[src/rtl/parking_gate_ctrl.sv]
// parking_gate_ctrl: password-gated parking entry with slot counting, timeout and lockout
module parking_gate_ctrl #(
  parameter int          CAPACITY    = 8,
  parameter logic [3:0]  PASSWORD    = 4'b1011,
  parameter int          PWD_TIMEOUT = 10,
  parameter int          MAX_TRIES   = 3,
  parameter int          LOCK_SECS   = 5
) (
  input  logic       clk,
  input  logic       reset,
  input  logic       tick_1hz,
  input  logic       tick_2hz,
  input  logic       sensor_entry,
  input  logic       sensor_pass,
  input  logic       car_leave,
  input  logic [3:0] password,
  input  logic       pwd_valid,
  output logic       gate_open,
  output logic       green_led,
  output logic       red_led,
  output logic       alarm,
  output logic       full,
  output logic [3:0] free_slots,
  output logic [2:0] state
);
  typedef enum logic [2:0] {IDLE = 3'd0, WAIT_PWD = 3'd1, OPEN = 3'd2, WRONG = 3'd3, LOCKED = 3'd4} state_t;
  localparam logic [3:0] CAP = 4'(CAPACITY);
  localparam logic [3:0] TRIES_MAX = 4'(MAX_TRIES);
  localparam logic [7:0] PWD_T = 8'(PWD_TIMEOUT);
  localparam logic [7:0] LOCK_T = 8'(LOCK_SECS);
  state_t st, st_n;
  logic [7:0] sec, sec_n;
  logic [3:0] tries, tries_n, fs_n;
  logic dec, red_n;
  assign state = st;
  always_comb begin
    st_n = st;
    sec_n = sec;
    tries_n = tries;
    case (st)
      IDLE: if (sensor_entry && free_slots != 4'd0) begin
        st_n = WAIT_PWD;
        sec_n = 8'd0;
        tries_n = 4'd0;
      end
      WAIT_PWD: if (pwd_valid && password == PASSWORD) st_n = OPEN;
      else if (pwd_valid) begin
        tries_n = tries + 4'd1;
        st_n = (tries_n == TRIES_MAX) ? LOCKED : WRONG;
        sec_n = 8'd0;
      end else if (tick_1hz) begin
        sec_n = sec + 8'd1;
        st_n = (sec_n == PWD_T) ? IDLE : WAIT_PWD;
      end
      WRONG: if (tick_1hz) begin
        st_n = WAIT_PWD;
        sec_n = 8'd0;
      end
      OPEN: if (sensor_pass) st_n = IDLE;
      LOCKED: if (tick_1hz) begin
        sec_n = sec + 8'd1;
        if (sec_n == LOCK_T) begin
          st_n = IDLE;
          tries_n = 4'd0;
        end
      end
      default: st_n = IDLE;
    endcase
  end
  // A pass and a leave in the same cycle cancel out
  assign dec = st == OPEN && sensor_pass && free_slots != 4'd0;
  assign fs_n = (dec && car_leave) ? free_slots :
                dec ? free_slots - 4'd1 :
                (car_leave && free_slots < CAP) ? free_slots + 4'd1 : free_slots;
  // Lockout starts with the red LED lit, then blinks on the 2 Hz tick
  assign red_n = st_n == WRONG || (st_n == LOCKED && (st == LOCKED ? red_led ^ tick_2hz : 1'b1));
  always_ff @(posedge clk) begin
    if (!reset) begin
      st <= IDLE;
      sec <= 8'd0;
      tries <= 4'd0;
      free_slots <= CAP;
      gate_open <= 1'b0;
      green_led <= 1'b0;
      red_led <= 1'b0;
      alarm <= 1'b0;
      full <= 1'b0;
    end else begin
      st <= st_n;
      sec <= sec_n;
      tries <= tries_n;
      free_slots <= fs_n;
      gate_open <= st_n == OPEN;
      green_led <= st_n == OPEN;
      red_led <= red_n;
      alarm <= st_n == LOCKED;
      full <= fs_n == 4'd0;
    end
  end
endmodule

[config.mk]
export PLATFORM = sky130hd
export DESIGN_NAME = parking_gate_ctrl
export DESIGN_NICKNAME = d
export VERILOG_FILES = /design/src/rtl/parking_gate_ctrl.sv
export SDC_FILE = /design/constraint.sdc
export NUM_CORES = 1
export LEC_CHECK = 0
export ABC_AREA = 1
export CORE_AREA = 3 3 57 59
export DETAILED_ROUTE_END_ITERATION = 12
export DIE_AREA = 0 0 60 62
export PLACE_DENSITY = 0.78
export REMOVE_ABC_BUFFERS = 1
export SETUP_SLACK_MARGIN = 0.2
export SYNTH_ARGS = -nofsm -noshare
export SYNTH_HDL_FRONTEND = slang
export SYNTH_SLANG_ARGS = --single-unit
[constraint.sdc]
create_clock -name clk -period 2.5 [get_ports clk]
set_input_delay 0.5 -clock clk [delete_from_list [all_inputs] [get_ports clk]]
set_output_delay 0.5 -clock clk [all_outputs]
set_load 0.01 [all_outputs]
-- Yosys cells after proc, flatten, opt, wreduce, memory -nomap -nowiden
Index checks and enable logic that the tools add are counted.
- memories kept: 0
- input bits: 12
- register bits after elaboration: 23
- bits in read-only memories: 0
- latch bits: 0
- RAM bits: 0
- output and inout port bits: 12
- word-level logic and storage cells: 73
- multipliers: 0
- reductions and logical operators: 15
- divide/modulo/power cells: 0
- eq/ne operators: 17
- add/subtract/negate cells: 4
- shift-type cells: 0
- order comparisons: 1
- multiplexer cells: 27
- bitwise operators: 1
- operator list (kind ; count):
    $mux 8 ; 5
    $mux 4 ; 8
    $pmux 8 s4 ; 1
    $mux 3 ; 9
    $pmux 3 s5 ; 1
    $eq 3x2->1 const B ; 4
    $ne 2x2->1 const B ; 6
    $pmux 4 s3 ; 1
    $add 4x1->4 const B ; 2
    $add 8x1->8 const B ; 1
    $eq 8x3->1 const B ; 1
    $eq 8x4->1 const B ; 1
    $reduce_bool 4->1 ; 2
    $logic_and 1x1->1 ; 7
    $eq 3x3->1 const B ; 2
    $reduce_and 6->1 ; 1
    $eq 4x2->1 const B ; 1
    $eq 4x4->1 const B ; 1
    $logic_not 4->1 ; 1
    $lt 4x4->1 const B ; 1
    $reduce_and 4->1 ; 1
    $sub 4x1->4 const B ; 1
    $eq 3x1->1 const B ; 1
    $logic_not 3->1 ; 1
    4 further kinds ; 5

-- Depth between registers and ports, before layout
- depth after elaboration: 10
- gate-level depth with buffers: 14
- mapped depth without buffers: 14

-- Worst setup path after synthesis
Ideal clock, no wire load.
- kind: register -> register
- start: register free_slots[0]
- end: register sec[6]
- data required time: 2.386 ns
- buffers on the path: 1
- arrival: 1.557 ns
- path slack: 0.829 ns
- library setup time: 0.114 ns
- stages on the path, launching flop included: 14
- period minus slack after synthesis: 1.671 ns
- cell sequence: dfxtp_1 > inv_1 > ha_1 > inv_1 > nor2_1 > nand2_2 > a21oi_4 > nor2_4 > nand2_4 > nor2_4 > buf_6 > nor2_1 > a21oi_1 > nor2_1
- cells in the longest elaborated chain, start to end: 4
- RTL lines (item ; RTL line ; source):
    from (decl) ; 23 ; output logic [3:0] free_slots,
    from (signal assigned) ; 92 ; free_slots <= fs_n;
    $reduce_bool 4->1 ; 41 ; IDLE: if (sensor_entry && free_slots != 4'd0) begin
    $logic_and 1x1->1 ; 41 ;
    $ne 2x2->1 (no source line) ; - ;
    $reduce_and 4->1 (no source line) ; - ;
    to (signal assigned) ; 90 ; sec <= sec_n;
    to (decl) ; 32 ; logic [7:0] sec, sec_n;
No other way between the ends.
A chain may end at the register's enable or synchronous reset.

-- Worst setup path in the final report
- start: register st[1] (netlist: state[1])
- end: output port state[1]
- RTL lines (item ; RTL line ; source):
    from (decl) ; 31 ; state_t st, st_n;
    from (signal assigned) ; 89 ; st <= st_n;
    to (decl) ; 24 ; output logic [2:0] state
No word-level cell between the ends.

==> results.rst <==
.. list-table::
   :header-rows: 1

   * - Metric
     - Value
   * - Hold wc startpoint
     - tries[3]
   * - Largest fanout on the critical path
     - 6
   * - Synth Instances
     - 224
   * - Worst clock skew on the final layout
     - between 0.007 and 0.008 ns
   * - Routed length per instance
     - 11.8 µm
   * - Count of cell types in the netlist
     - 35
   * - Hold-fix buffers at CTS
     - 0
   * - Area of all placed cells without fillers
     - 0.00184 mm²
   * - Insertion delay to the later sink of the worst-skew pair
     - 0.32 ns
   * - Area used by multi-input combinational logic
     - 991 µm²
   * - GRT Total Usage
     - 0.197
   * - Reg2Reg Setup Slack
     - a little under 0.7 ns
   * - Period utilization
     - 0.762
   * - Post-CTS Setup Bufs
     - 0
   * - FF-to-FF End
     - sec[1]
   * - Worst path buffer plus inverter count
     - 1
   * - Number of resized instances in the post-cts repair step
     - 0
   * - Pwr per Cell Area
     - 510 mW/mm²
   * - TritonCTS buffer count
     - 3
   * - Synthesized cell area
     - 0.00157 mm²
   * - Max rail drop VDD
     - 0.576 mV
   * - Total negative setup slack
     - 0 ns
   * - Share of final-layout standard cells stronger than drive strength 1
     - 0.157
   * - Outcome
     - completed
   * - Wire length of the first global-routing pass
     - 5.71 mm
   * - Clock period minus final worst setup slack
     - 1.90 ns
   * - Port Buffer Count
     - 23
   * - Die span in x
     - 60 µm
   * - Die extent in y
     - between 60 and 70 µm
   * - # DRC
     - 0
   * - CP endpoint kind
     - primary output
   * - Hold Path End
     - tries[3]
   * - Maximum single-stage delay on the critical path
     - 0.59 ns
   * - Power consumption
     - 0.940 mW
   * - Yosys warns
     - 0
   * - Pin count of the biggest net entering global routing
     - 14
   * - Final core utilization
     - 0.668
   * - Hold Violations, Final
     - 0
   * - Post-Synth Simple-Gate Area
     - 0.426
   * - Library cell used as clock root buffer
     - sky130_fd_sc_hd__clkbuf_4
   * - Post-Syn Area per Cell
     - between 7 and 8 µm²
   * - Vias in the first global route
     - 1352
   * - N_diodes
     - 0
   * - Setup repair after global routing missed its margin
     - no
   * - Hold Path Stages
     - 2
   * - Fraction of the yosys area taken by sequential cells
     - 0.293
   * - Worst Reg-to-Reg Cells
     - 12
   * - XOR/XNOR share of the synthesized area
     - 0.0390
   * - Number of setup violations in the final report
     - 0
   * - Cell with the biggest individual delay on the critical path
     - sky130_fd_sc_hd__clkdlybuf4s50_1
   * - Pre-Repair DR Iteration Count
     - 4
   * - Total die area
     - 0.00372 mm²
   * - Max transition margin
     - 0.682
   * - Placeable Area
     - about 0.0028 mm²
   * - Data arrival time at the worst-slack endpoint
     - 1.40 ns
   * - Number of placement rows
     - 19
   * - Proportion of synthesized area in mux cells
     - 0
   * - Cell Area, Placed
     - 0.00182 mm²
   * - Adder-Cell Fraction of Synth Area
     - 0.0557
   * - Flop and latch count out of synthesis
     - 23
   * - Pleak
     - between 0.7 and 0.8 nW
   * - Fillers
     - 244
   * - Grt ovf
     - 0
   * - DPL Wire Length
     - 2.67 mm
   * - Post-layout instance count excluding filler cells
     - ~280
   * - Worst hold-check path type
     - reg2reg
   * - Maximum operating frequency
     - between 500 and 600 MHz
   * - Origin of the critical flop-to-flop path
     - free_slots[0]
   * - GPL Wtd Cong
     - approximately 0.87
   * - Compound-cell area share of the yosys netlist
     - 0.110
   * - Reg clk slew, reported paths
     - 0.13 ns
   * - Largest buffer count on any clock path
     - 2
   * - Max Cap Viol
     - 0
   * - Number of antenna violations at the first check in global routing
     - 0
   * - Effective utilization at floorplan
     - 0.570
   * - Most common cell after layout, fill and taps aside
     - sky130_fd_sc_hd__nand2_1
   * - Commonest cells after routing, fill and taps aside
     - 46 x sky130_fd_sc_hd__nand2_1, 33 x sky130_fd_sc_hd__nor2_1, 23 x sky130_fd_sc_hd__dfxtp_1, 23 x sky130_fd_sc_hd__clkdlybuf4s50_1, 18 x sky130_fd_sc_hd__nand3_1
   * - Combinational family with the most area after synthesis
     - simple AND/OR/NAND/NOR gates
   * - Worst Max-Slew Pin Slew
     - approximately 0.47 ns
   * - Sequential standard cell area
     - 460 µm²
   * - Deepest level of the CTS H-tree
     - 1
   * - Routed wire length
     - 3.31 mm
   * - Worst-path cell chain
     - clkdlybuf4s50_1
   * - Max-slew violation count
     - 0
   * - Via total after detailed routing
     - 1474
   * - Startpoint kind of the worst setup timing path
     - flop
   * - Area growth syn-to-layout
     - 17.2%
   * - DP Cell Count
     - 275
   * - Critical path class
     - reg2out
   * - Total number of nets in the final design
     - 268
   * - Logic depth of the worst path, buffers included
     - 1
   * - Number of top-level design ports
     - 24
   * - CTS tree
     - yes
   * - Post-route antenna net violation count
     - 0
   * - DR iter-0 viols
     - 50
   * - CTS sink count
     - 23
   * - Largest delay share family, worst path
     - buffers and inverters
   * - Required @ worst endpoint
     - 2.00 ns
   * - Vias per cell
     - between 5 and 6
[layer usage]
metal / part of all wire / wire length [µm] / vias to the layer above / GRT usage
li1: - / - / 772 / -
met1: 0.47 / 1560 / 670 / 0.269
met2: 0.48 / 1590 / 30 / 0.329
met3: 0.043 / 143 / 2 / 0.0393
met4: 0.0045 / 15 / 0 / 0.0348
met5: 0 / 0 / - / 0
[state kept, by name, indices dropped and copies added, names as in the netlist]
| name | cells |
|---|---|
| free_slots | 4 |
| tries | 4 |
| full | 1 |
| red_led | 1 |
| alarm | 1 |
| state | 3 |
| sec | 8 |
| green_led | 1 |
[through the flow]
stage | hold slack, ns | setup WS [ns]
global route | 0.588 | 0.429
CTS | 0.531 | 0.582
detailed placement | 0.497 | 0.310
global placement | 0.494 | 0.415
finish | 0.530 | 0.595
floorplan | 0.471 | 0.848
[area by class of cell]
cell class / count / area share
multi-input combinational: 174 / 0.538
sequential: 23 / 0.250
timing repair buffer: 24 / 0.129
inverter: 23 / 0.0475
tap: 31 / 0.0210
clock buffer: 3 / 0.0122
clock inverter: 1 / 0.00272
[power breakdown]
part | leakage [nW] | switching (mW) | internal [mW]
Sequential | 0.187 | 0.0362 | 0.399
Clock | 0.0177 | 0.117 | 0.0598
Combinational | 0.535 | 0.188 | 0.140
[cells by family after synthesis]
kind of cell | after synthesis
AOI/OAI and AO/OA | 29
and+or+nand+nor | 131
buffers and inverters | 27
adders and majority gates | 7
xor gates and xnor gates | 7
DFF | 23
[worst max-delay path by stage]
stage | from | to | slack (ns)
6_report | state[1] | state[1] | 0.60
5_1_grt | free_slots[0] | full | 0.43
4_1_cts | state[1] | state[1] | 0.58
3_5_place_dp | pwd_valid | sec[1] | 0.31
3_3_place_gp | pwd_valid | sec[1] | 0.41
2_1_floorplan | free_slots[0] | tries[0] | 0.85
[Yosys cell counts (all sizes together)]
master | number | area share
a21oi | 16 | 0.058
a31oi | 1 | 0.0040
buf | 3 | 0.019
clkbuf | 1 | 0.0024
clkinv | 2 | 0.0056
dfxtp | 23 | 0.29
ha | 7 | 0.056
inv | 21 | 0.050
nand2 | 53 | 0.14
nand3 | 20 | 0.070
nand3b | 1 | 0.0048
nand4 | 1 | 0.0080
nor2 | 45 | 0.15
nor3 | 7 | 0.025
nor4 | 1 | 0.014
o211ai | 3 | 0.014
o21a | 1 | 0.0048
o21ai | 6 | 0.019
o21bai | 1 | 0.0048
o31ai | 1 | 0.0048
or2 | 3 | 0.012
xnor2 | 4 | 0.022
xor2 | 3 | 0.017
Note: power is estimated with default switching activity, not from simulation.
